===== config.mk =====
export PLATFORM = sky130hd
export DESIGN_NAME = if_fetch_flat
export DESIGN_NICKNAME = d
export VERILOG_FILES = /design/src/rtl/if_fetch_pkg.sv /design/src/rtl/if_fetch_if.sv /design/src/rtl/if_fetch_fifo.sv /design/src/rtl/if_fetch.sv /design/src/flat_wrapper.sv
export SDC_FILE = /design/constraint.sdc
export NUM_CORES = 1
export LEC_CHECK = 0
export BUFFER_PORTS_ARGS = -buffer_cell sky130_fd_sc_hd__buf_2
export CAP_MARGIN = 0
export CORE_MARGIN = 1
export CORE_UTILIZATION = 55
export DETAILED_ROUTE_END_ITERATION = 6
export PLACE_DENSITY = 0.75
export SETUP_SLACK_MARGIN = 0.3
export SLEW_MARGIN = 10
export SYNTH_ARGS = -nofsm -noshare
export SYNTH_HDL_FRONTEND = slang
export SYNTH_SLANG_ARGS = --single-unit

===== constraint.sdc =====
create_clock -name clk -period 5.1 [get_ports clk]
set_input_delay 0.765 -clock clk [delete_from_list [all_inputs] [get_ports clk]]
set_output_delay 0.765 -clock clk [all_outputs]
set_load 0.02 [all_outputs]

===== src/rtl/if_fetch_pkg.sv =====
// rtl/if_fetch_pkg.sv - shared fetch constants, buffer entry type and PC alignment helper
package if_fetch_pkg;

    localparam int              XLEN         = 32;
    localparam int              INST_ALIGN   = 2;      // low PC bits that are always zero
    localparam logic [XLEN-1:0] INST_BYTES   = 32'd4;
    localparam logic [XLEN-1:0] NOP_INST_DEF = 32'h0000_0013;  // addi x0,x0,0

    typedef struct packed {
        logic [XLEN-1:0] inst;
        logic [XLEN-1:0] addr;
    } fetch_entry_t;

    function automatic logic [XLEN-1:0] align_pc(input logic [XLEN-1:0] a);
        return {a[XLEN-1:INST_ALIGN], {INST_ALIGN{1'b0}}};
    endfunction

endpackage


===== src/rtl/if_fetch_if.sv =====
// rtl/if_fetch_if.sv - fetch stage bundle: imem request/response, redirect, pause, decode output
interface if_fetch_if;
    import if_fetch_pkg::*;

    logic            imem_req_valid;
    logic [XLEN-1:0] imem_req_addr;
    logic            imem_req_ready;
    logic            imem_resp_valid;
    logic [XLEN-1:0] imem_resp_data;
    logic            redirect_en;
    logic [XLEN-1:0] redirect_addr;
    logic            pause;
    logic [XLEN-1:0] inst;
    logic [XLEN-1:0] inst_addr;
    logic            inst_valid;

    modport master (
        output imem_req_valid, imem_req_addr, inst, inst_addr, inst_valid,
        input  imem_req_ready, imem_resp_valid, imem_resp_data,
               redirect_en, redirect_addr, pause
    );

    modport slave (
        input  imem_req_valid, imem_req_addr, inst, inst_addr, inst_valid,
        output imem_req_ready, imem_resp_valid, imem_resp_data,
               redirect_en, redirect_addr, pause
    );

endinterface


===== src/rtl/if_fetch_fifo.sv =====
// rtl/if_fetch_fifo.sv - parameterised synchronous FIFO with clear and combinational head
module if_fetch_fifo #(
    parameter int WIDTH = 64,
    parameter int DEPTH = 2
) (
    input  logic                   clk,
    input  logic                   rst,
    input  logic                   clear,
    input  logic                   push,
    input  logic [WIDTH-1:0]       push_data,
    input  logic                   pop,
    output logic [WIDTH-1:0]       head,
    output logic                   empty,
    output logic [$clog2(DEPTH):0] count
);

    localparam int AW = $clog2(DEPTH);

    logic [WIDTH-1:0] mem_q [DEPTH];
    logic [WIDTH-1:0] mem_d [DEPTH];
    logic [AW-1:0]    wr_ptr_q, wr_ptr_d;
    logic [AW-1:0]    rd_ptr_q, rd_ptr_d;
    logic [AW:0]      count_q, count_d;
    logic             full;
    logic             do_push;
    logic             do_pop;

    assign full    = (count_q == (AW+1)'(DEPTH));
    assign empty   = (count_q == '0);
    assign count   = count_q;
    assign head    = mem_q[rd_ptr_q];
    assign do_pop  = pop && !empty;
    // a full FIFO still accepts a push when the head leaves in the same cycle
    assign do_push = push && (!full || do_pop);

    // next pointers, occupancy and storage; clear drops everything held
    always_comb begin
        mem_d    = mem_q;
        wr_ptr_d = wr_ptr_q;
        rd_ptr_d = rd_ptr_q;
        count_d  = count_q;
        if (clear) begin
            wr_ptr_d = '0;
            rd_ptr_d = '0;
            count_d  = '0;
        end else begin
            if (do_push) begin
                mem_d[wr_ptr_q] = push_data;
                wr_ptr_d        = wr_ptr_q + AW'(1);
            end
            if (do_pop) begin
                rd_ptr_d = rd_ptr_q + AW'(1);
            end
            count_d = count_q + (AW+1)'(do_push) - (AW+1)'(do_pop);
        end
    end

    // pointer and occupancy registers
    always_ff @(posedge clk) begin
        if (rst) begin
            wr_ptr_q <= '0;
            rd_ptr_q <= '0;
            count_q  <= '0;
        end else begin
            wr_ptr_q <= wr_ptr_d;
            rd_ptr_q <= rd_ptr_d;
            count_q  <= count_d;
        end
    end

    // storage needs no reset: entries are only read while counted valid
    always_ff @(posedge clk) begin
        mem_q <= mem_d;
    end

    // an overflow means the upstream credit accounting is broken
    assert property (@(posedge clk) disable iff (rst) !(push && full && !pop && !clear));

endmodule


===== src/rtl/if_fetch.sv =====
// rtl/if_fetch.sv - instruction fetch stage: PC, credit-limited imem requests, instruction buffer
module if_fetch
    import if_fetch_pkg::*;
#(
    parameter logic [XLEN-1:0] RESET_PC   = 32'h0000_0000,
    parameter int              FIFO_DEPTH = 2,
    parameter logic [XLEN-1:0] NOP_INST   = NOP_INST_DEF
) (
    input  logic      clk,
    input  logic      rst,
    if_fetch_if.master bus
);

    localparam int CW = $clog2(FIFO_DEPTH) + 1;
    localparam int EW = $bits(fetch_entry_t);

    logic [XLEN-1:0] pc_q, pc_d;
    logic [CW-1:0]   outst_q, outst_d;   // requests handshaken but not yet answered
    logic [CW-1:0]   drop_q, drop_d;     // answers still owed to a pre-redirect PC stream
    logic [CW-1:0]   buf_count;
    logic            buf_empty;
    logic [CW:0]     credit_used;
    logic            req_valid;
    logic            hs;
    logic            resp_keep;
    logic            resp_drop;
    logic [XLEN-1:0] aq_head;
    logic            aq_empty;
    logic [CW-1:0]   aq_count;
    fetch_entry_t    push_entry;
    fetch_entry_t    head_entry;
    logic [EW-1:0]   head_bits;

    // outstanding plus buffered may never exceed the buffer size, so every answer has a slot
    assign credit_used = {1'b0, outst_q} + {1'b0, buf_count};
    assign req_valid   = !rst && !bus.redirect_en && (credit_used < (CW+1)'(FIFO_DEPTH));
    assign hs          = req_valid && bus.imem_req_ready;
    assign resp_drop   = bus.imem_resp_valid && (drop_q != '0);
    assign resp_keep   = bus.imem_resp_valid && (drop_q == '0);

    assign bus.imem_req_valid = req_valid;
    assign bus.imem_req_addr  = pc_q;

    // next PC, outstanding and drop counts; a redirect turns every outstanding request stale
    always_comb begin
        pc_d    = pc_q;
        outst_d = outst_q + CW'(hs) - CW'(bus.imem_resp_valid);
        drop_d  = drop_q;
        if (bus.redirect_en) begin
            pc_d   = align_pc(bus.redirect_addr);
            drop_d = outst_q - CW'(bus.imem_resp_valid);
        end else begin
            if (hs) begin
                pc_d = pc_q + INST_BYTES;
            end
            if (resp_drop) begin
                drop_d = drop_q - CW'(1);
            end
        end
    end

    // fetch state registers
    always_ff @(posedge clk) begin
        if (rst) begin
            pc_q    <= RESET_PC;
            outst_q <= '0;
            drop_q  <= '0;
        end else begin
            pc_q    <= pc_d;
            outst_q <= outst_d;
            drop_q  <= drop_d;
        end
    end

    if_fetch_fifo #(.WIDTH(XLEN), .DEPTH(FIFO_DEPTH)) u_addr_q (
        .clk       (clk),
        .rst       (rst),
        .clear     (bus.redirect_en),
        .push      (hs),
        .push_data (pc_q),
        .pop       (resp_keep),
        .head      (aq_head),
        .empty     (aq_empty),
        .count     (aq_count)
    );

    assign push_entry = '{inst: bus.imem_resp_data, addr: aq_head};

    if_fetch_fifo #(.WIDTH(EW), .DEPTH(FIFO_DEPTH)) u_inst_buf (
        .clk       (clk),
        .rst       (rst),
        .clear     (bus.redirect_en),
        .push      (resp_keep && !bus.redirect_en),
        .push_data (push_entry),
        .pop       (!buf_empty && !bus.pause),
        .head      (head_bits),
        .empty     (buf_empty),
        .count     (buf_count)
    );

    assign head_entry     = fetch_entry_t'(head_bits);
    assign bus.inst_valid = !buf_empty;
    assign bus.inst       = buf_empty ? NOP_INST : head_entry.inst;
    assign bus.inst_addr  = buf_empty ? '0 : head_entry.addr;

    // a kept answer always has its request address queued; stale ones have none
    assert property (@(posedge clk) disable iff (rst) !(resp_keep && aq_empty));
    assert property (@(posedge clk) disable iff (rst) aq_count <= outst_q);

endmodule


===== src/flat_wrapper.sv =====
// flat-port wrapper written by rule: the top's interface ports become plain ports
module if_fetch_flat import if_fetch_pkg::*;
#(
    parameter logic [XLEN-1:0] RESET_PC   = 32'h0000_0000,
    parameter int              FIFO_DEPTH = 2,
    parameter logic [XLEN-1:0] NOP_INST   = NOP_INST_DEF
)
  (clk, rst, bus_imem_req_valid, bus_imem_req_addr, bus_inst, bus_inst_addr, bus_inst_valid, bus_imem_req_ready, bus_imem_resp_valid, bus_imem_resp_data, bus_redirect_en, bus_redirect_addr, bus_pause);
  if_fetch_if bus_i ();
  input  logic clk;
  input  logic rst;
  output wire logic [$bits(bus_i.imem_req_valid)-1:0] bus_imem_req_valid;
  output wire logic [$bits(bus_i.imem_req_addr)-1:0] bus_imem_req_addr;
  output wire logic [$bits(bus_i.inst)-1:0] bus_inst;
  output wire logic [$bits(bus_i.inst_addr)-1:0] bus_inst_addr;
  output wire logic [$bits(bus_i.inst_valid)-1:0] bus_inst_valid;
  input wire logic [$bits(bus_i.imem_req_ready)-1:0] bus_imem_req_ready;
  input wire logic [$bits(bus_i.imem_resp_valid)-1:0] bus_imem_resp_valid;
  input wire logic [$bits(bus_i.imem_resp_data)-1:0] bus_imem_resp_data;
  input wire logic [$bits(bus_i.redirect_en)-1:0] bus_redirect_en;
  input wire logic [$bits(bus_i.redirect_addr)-1:0] bus_redirect_addr;
  input wire logic [$bits(bus_i.pause)-1:0] bus_pause;
  assign bus_imem_req_valid = bus_i.imem_req_valid;
  assign bus_imem_req_addr = bus_i.imem_req_addr;
  assign bus_inst = bus_i.inst;
  assign bus_inst_addr = bus_i.inst_addr;
  assign bus_inst_valid = bus_i.inst_valid;
  assign bus_i.imem_req_ready = bus_imem_req_ready;
  assign bus_i.imem_resp_valid = bus_imem_resp_valid;
  assign bus_i.imem_resp_data = bus_imem_resp_data;
  assign bus_i.redirect_en = bus_redirect_en;
  assign bus_i.redirect_addr = bus_redirect_addr;
  assign bus_i.pause = bus_pause;
  if_fetch #(.RESET_PC(RESET_PC), .FIFO_DEPTH(FIFO_DEPTH), .NOP_INST(NOP_INST)) u_core (.clk(clk), .rst(rst), .bus(bus_i));
endmodule

==> results.cfg, run 1 <==
[placement]
port_buffers = 161
place_congestion = 0.847
hpwl_um = 12400
post_dp_cell_area_mm2 = 0.0103

[route]
highest_layer = met4
via_per_inst = 5.57
drtIter0Drc = 330
drt-met1-wl_um = 7680
drt_pass1_iterations = 5
route.antenna.remaining_nets = 0
num_vias = 5909
wl_um = 18800
drc = 0
dr_wl_met3_um = 1180
route.detailed.wl_per_inst_um = 17.7
wl_met2_um = 9470

[critical_path]
startpoint_type = flop
required_ns = 5.28
crit_type = flop to flop
r2r-end = u_core.u_addr_q.mem_q[43]$_DFFE_PP_
endpoint_kind = flop
r2r_start = u_core.u_inst_buf.count[0]$_SDFF_PP0_
r2r_setup_slack_ns = 1.48
crit_fanout = 19
rr_worst_depth = 8
worst_ep_arrival_time_ns = 3.79

[sta]
fin_setup_tns_ns = 0
setup_viol = 0
max_slew.worst_pin.slew_ns = 1.17
min_period_ns = 3.62
fmax_mhz = 277
rsz0062_at_grt = no
period_share_pct = 70.9
slew_violations = 0
relSlewSlack_pct = 21.5
skew_ns = 0.00963
hold_viol_final = 0

[cells_and_area]
postLayoutCellArea_mm2 = 0.0110
antenna_cells = 0
area_delta_synth_final_pct = 17.8
postLayoutCoreUtil_pct = 66.2
final_nets = 904
fill_cells = 1250
drive_above_1_share_pct = 28.7

[power]
p_leak_nw = 3.95
power.density_mw_per_mm2 = 356
ir_worst_vdd_uv = 252

[grt]
grt_max_degree = 64
grt_pass1_wl_um = 29600
antenna_found_initial = 0
grtUsageTotal_pct = 21.6
grt_pass1_vias = 5853
grt-ovfl-total = 0

[logic_synthesis]
synth_flop_cell = edfxtp_1
synth-seq-cells = 226
synth_warnings = 0
syn_inst = 668
yosysTopAreaCell = edfxtp_1
synth_edf_count = 184
synthTopCellsByArea = edfxtp_1 59%, dfxtp_1 9.0%, mux2i_1 6.8%
synth_cell_types = 53
synth-async-reset-ratio_pct = 0
yosys.area.top_type_share_pct = 59.3
syn-cell-area_mm2 = 0.00931
ys_seq_area_share_pct = 68.4
syn_area_per_cell_um2 = 13.9

[cts]
post_cts_buffers = 0
cts_tree = yes
htreeDepth = 1
postCtsHoldBufs = 0
cts-root-buf = clkbuf_16
worstSkewPairLatency_ns = 0.50
cts_resized = 0
cts_buffers = 22
cts_sinks = 226
cts_buffer_depth = 3
clk_pin_slew_ns = 0.06

[floorplanning]
die_h_um = 132
core_mm2 = 0.0166
die_w_um = 132
start_util_pct = 56.2
rows = 47
die_area_mm2 = 0.0175
io_pins = 168

[hold_path]
hold_end = u_core.u_inst_buf.mem_q[124]$_DFFE_PP_
hold_start = bus_imem_resp_data[28]
hold_path_depth = 1
holdCritPathClass = input pin to flop

[run_status]
status = finished, final reports clean

[run]
cap_viol_max_count = 0
-- cell type report --
cell class | instances | area (um^2) | share of cell area (%)
multi-input cells | 390 | 2750 | 25.1
clock buffers | 26 | 587 | 5.35
clock inverters | 13 | 62.6 | 0.570
inverters | 17 | 63.8 | 0.582
flip-flops and latches | 226 | 6370 | 58.1
well taps | 220 | 275 | 2.51
repair buffers | 168 | 858 | 7.82
-- sequential cells by signal, indices dropped and copies added, names as in the netlist --
signal                      count
u_core.outst_q                  2
u_core.u_inst_buf.count         2
u_core.bus.imem_req_addr       30
u_core.u_addr_q.count           2
u_core.u_addr_q.mem_q          60
u_core.u_inst_buf.mem_q       124
u_core.drop_q                   2
u_core.u_inst_buf.wr_ptr_q      1
u_core.u_inst_buf.rd_ptr_q      1
u_core.u_addr_q.wr_ptr_q        1
u_core.u_addr_q.rd_ptr_q        1
-- worst max-delay path: stages, from the launching register on --
cell and delay [ns]:
dfxtp_1 0.40, inv_1 0.09, nor2_1 0.13, fa_1 0.46
or3b_2 0.64, a311oi_1 0.46, inv_1 0.15, nor2_2 0.56
buf_4 0.39
-- routing by layer --
| layer | vias up | global-route usage, % |
|---|---|---|
| li1 | 2831 | - |
| met1 | 2826 | 26.2 |
| met2 | 219 | 38.0 |
| met3 | 33 | 3.92 |
| met4 | 0 | 9.30 |
| met5 | - | 0 |
-- logic make-up (layout without fill, tap and decap cells) --
group	after synthesis	after routing	synth area share, %
DFF	226	226	68.4
adders and majority gates	9	9	1.29
buffers and inverters	55	224	2.39
and+or+nand+nor	204	204	10.9
muxes	93	93	10.4
other	1	4	0.0403
xor gates and xnor gates	17	17	1.60
AOI/OAI and AO/OA	63	63	5.04
-- metrics by stage --
stage / total power, W / cells / hold WS (ns) / worst slack (ns)
2_1_floorplan: 0.00236 / 671 / 0.498 / 0.625
3_3_place_gp: 0.00247 / 1021 / 0.531 / 1.66
3_5_place_dp: 0.00249 / 1021 / 0.532 / 1.53
4_1_cts: 0.00392 / 1060 / 0.441 / 1.50
5_1_grt: 0.00403 / 1060 / 0.437 / 1.31
6_report: 0.00390 / 1060 / 0.452 / 1.48
-- cells in the final DEF (no fill, tap or decap), types with 6 or more instances in the layout --
cell type  netlist  routed
a211oi_1        12      12
mux2i_1         63      63
nand4_1         10      10
ha_1             8       8
buf_4            4       7
nor2_1         101      98
or4_1            6       6
o21ai_0          9       9
xnor2_1         11      11
o31ai_1          6       6
inv_1           17      16
mux2_2          30      30
and4_1           6       6
clkbuf_16        0      23
dfxtp_1         42      41
clkinv_1         0       7
xor2_1           6       6
a311oi_1        14      14
nand3_1         18      18
edfxtp_1       184     184
or3_1            7       7
buf_2            1     161
nand2_1         18      18
-- Yosys cell counts (all sizes together), types with 3 or more instances --
library cell  count
a2111oi           4
a211oi           12
a21oi             3
a311oi           14
and2              5
and4              6
buf              12
clkbuf           26
dfxtp            42
edfxtp          184
ha                8
inv              17
mux2             30
mux2i            63
nand2            18
nand3            18
nand4            11
nor2            101
nor3              5
nor3b             4
nor4              6
o211ai            4
o21ai             9
o31ai             6
or2               3
or3               7
or4               7
xnor2            11
xor2              6
-- worst max path at each step --
| stage | start | endpoint | slack, ns | cells after the start |
|---|---|---|---|---|
| finish | u_core.u_inst_buf.count[0]$_SDFF_PP0_ | u_core.u_addr_q.mem_q[43]$_DFFE_PP_ | 1.48 | 8 |
| global route | u_core.u_inst_buf.count[0]$_SDFF_PP0_ | u_core.u_addr_q.mem_q[48]$_DFFE_PP_ | 1.31 | 8 |
| CTS | u_core.u_inst_buf.count[0]$_SDFF_PP0_ | u_core.u_addr_q.mem_q[48]$_DFFE_PP_ | 1.50 | 8 |
| detailed placement | u_core.u_inst_buf.count[0]$_SDFF_PP0_ | u_core.u_addr_q.mem_q[38]$_DFFE_PP_ | 1.53 | 8 |
| global placement | u_core.u_inst_buf.count[0]$_SDFF_PP0_ | u_core.u_addr_q.mem_q[38]$_DFFE_PP_ | 1.66 | 8 |
| floorplan | bus_redirect_en | u_core.u_inst_buf.mem_q[100]$_DFFE_PP_ | 0.62 | 4 |
-- report_power, final --
| part | total, W | internal [W] | switching [W] | leakage [nW] |
|---|---|---|---|---|
| logic | 0.000319 | 0.000116 | 0.000203 | 1.61 |
| clock network | 0.00145 | 0.000819 | 0.000633 | 0.312 |
| registers | 0.00213 | 0.00207 | 0.0000588 | 2.03 |
Power figures use the tool's default switching activity.
==> run 2: changes to the inputs <==
Settings changed: ABC_AREA set to 1.
Clock period 5.1 ns to 3.4 ns, I/O delays scaled along.
==> run 2 against run 1 <==
  * Via count up 17%
  * Setup slack worse by 0.68 ns
  * Clock skew about the same
  * Register-to-register slack lost 0.68 ns
  * Global-route usage down 0.091 points
  * Combinational power grew 52%
  * Critical path depth increased by 5
==> results.cfg, run 2 <==
[floorplanning]
start_util_pct = 57.2
core_mm2 = 0.0168
die_h_um = 134
die_w_um = 134
rows = 47
io_pins = 168
die_area_mm2 = 0.0180

[run]
cap_viol_max_count = 0

[sta]
worst_hold_slack_ns = 0.200
min_period_ns = 2.60
hold_viol_final = 0
fmax_mhz = 385
max_slew.worst_pin.slew_ns = 0.942
slew_violations = 0
skew_ns = 0.00945
relSlewSlack_pct = 37.1
layout_setup_ws_ns = 0.801
rsz0062_at_grt = no
setup_viol = 0
period_share_pct = 76.5

[critical_path]
worstSetupStartpoint = u_core.u_inst_buf.count[0]$_SDFF_PP0_
r2r_start = u_core.u_inst_buf.count[0]$_SDFF_PP0_
slowest_delay_ns = 0.43
startpoint_type = flop
required_ns = 3.83
path_cells = nand2_1 > inv_1 > fa_1 > nor2_1 > nand3_4 > inv_2 > nand2_1 > ha_1 > inv_1 > ha_1 > xnor2_1 > or2_2 > a21oi_1
crit_type = flop to flop
worst_ep_arrival_time_ns = 3.03
crit_slowest_cell = fa_1
endpoint_kind = flop
crit_fanout = 6

[cts]
cts_tree = yes
clk_pin_slew_ns = 0.06
cts_buffer_depth = 3
htreeDepth = 1
worstSkewPairLatency_ns = 0.50
postCtsHoldBufs = 0
cts_resized = 0
cts_sinks = 226
cts_buffers = 22
cts-root-buf = clkbuf_16
post_cts_buffers = 0

[power]
combPwrFrac_pct = 8.2
clock_power_share_pct = 38.2
intPower_w = 0.00458
p_leak_nw = 4.75
switching_share_pct = 22.8
p_sw_w = 0.00135
ir_worst_vdd_uv = 312
power.density_mw_per_mm2 = 520
p_seq_share_pct = 53.6

[logic_synthesis]
syn-cell-area_mm2 = 0.00962
syn_area_per_cell_um2 = 10.2
syn_inst = 941
synth_warnings = 0
synth_commonest_cells = 352 x nand2_1, 184 x edfxtp_1, 81 x a21oi_1
yosysTopAreaCell = edfxtp_1
synth-seq-cells = 226
synthTopCellsByArea = edfxtp_1 57%, nand2_1 14%, dfxtp_1 8.7%
synth_cell_types = 39
synth_flop_cell = edfxtp_1
yosys.area.top_type_share_pct = 57.4
ys_seq_area_share_pct = 66.2
synth-async-reset-ratio_pct = 0
synth_edf_count = 184
yosysMostFrequentCell = nand2_1

[route]
route.antenna.remaining_nets = 0
route.detailed.wl_per_inst_um = 14.4
drc = 0
drt_pass1_iterations = 5
wl_um = 19300
via_per_inst = 5.15
drtIter0Drc = 437
num_vias = 6897

[grt]
grt-ovfl-total = 0
grt_pass1_wl_um = 30600
grt_max_degree = 65
grtUsageTotal_pct = 21.6
grt_pass1_vias = 6288
antenna_found_initial = 0

[placement]
dp_worst_setup_slack_ns = 0.791
port_buffers = 161
place_congestion = 0.866
hpwl_um = 13000

[hold_path]
hold_start = bus_imem_resp_data[11]
holdCritPathClass = input pin to flop

[cells_and_area]
layout_commonest_cell = nand2_1
antenna_cells = 0
final_cell_mix = 352 x nand2_1, 184 x edfxtp_1, 161 x buf_2
drive_above_1_share_pct = 21.8
largest_reg_flops = 124
area_delta_synth_final_pct = 18.6
regMostFlops = u_core.u_inst_buf.mem_q
final_nets = 1184

[run_status]
status = finished, final reports clean
-- run 2: changes by cell type after synthesis, moves of 10 or more --
cell,delta
a211oi_1,-12
a21oi_1,+78
a311oi_1,-14
inv_1,+52
mux2_2,-30
mux2i_1,-63
nand2_1,+334
nand3_1,+15
nor2_1,-62
o21ai_1,+10
-- run 2: critical path: cells and delay by family (launching register included) --
| family | cells | cell delay (ns) |
|---|---|---|
| AOI/OAI and AO/OA | 1 | 0.11 |
| DFF | 1 | 0.42 |
| adders and majority gates | 3 | 0.91 |
| buffers and inverters | 3 | 0.18 |
| and+or+nand+nor | 5 | 0.78 |
| xor gates and xnor gates | 1 | 0.13 |
-- run 2: metrics by stage --
step,instance area (um^2),setup TNS [ns],utilization [%],power [W],std cells
final,11400,0,67.8,0.00593,1340
after global routing,11400,0,67.8,0.00615,1340
after CTS,11400,0,67.8,0.00597,1340
after detailed placement,10700,0,63.7,0.00372,1301
after global placement,10700,0,63.7,0.00370,1301
after floorplan,9640,-61.30,-,0.00353,944
-- run 2: final cells by class --
class / count / area, um^2
fill: 1265 / 5410
sequential: 226 / 6370
clock inverter: 14 / 101
multi-input combinational: 602 / 2810
inverter: 76 / 285
clock buffer: 25 / 583
tap: 220 / 275
timing repair buffer: 177 / 988
-- run 2: power by group through the flow --
stage / registers, W / clock network, W / logic, W
global placement: 0.00323 / 0 / 0.000477
detailed placement: 0.00323 / 0 / 0.000487
floorplan: 0.00324 / 0 / 0.000285
global route: 0.00318 / 0.00243 / 0.000543
CTS: 0.00317 / 0.00230 / 0.000489
finish: 0.00317 / 0.00227 / 0.000486
-- run 2: logic make-up after synthesis --
group	after synthesis	share of synthesized area, %
AO/OA/AOI/OAI	121	6.70
XOR/XNOR	10	0.910
adder cells (fa/ha/maj)	9	1.25
buffers and inverters	116	5.06
flip-flops	226	66.2
other	1	0.0390
AND/OR/NAND/NOR	458	19.9
-- run 2: path summary, 6_finish.rpt --
| path | cells after the start | end | slack, ns |
|---|---|---|---|
| hold reg to reg | 2 | u_core.u_addr_q.count[1]$_SDFF_PP0_ | 0.50 |
| setup / recovery | 13 | u_core.u_addr_q.count[1]$_SDFF_PP0_ | 0.80 |
| setup reg to reg | 13 | u_core.u_addr_q.count[1]$_SDFF_PP0_ | 0.80 |
| hold / removal | 1 | u_core.u_inst_buf.mem_q[43]$_DFFE_PP_ | 0.20 |
-- run 2: layer usage --
layer  track usage, %  vias to the layer above  share of wire (%)
li1                 -                     3447                  -
met1             29.3                     3139                 43
met2             36.2                      279                 47
met3             2.87                       32                7.3
met4             6.80                        0                2.1
met5                0                        -                  0
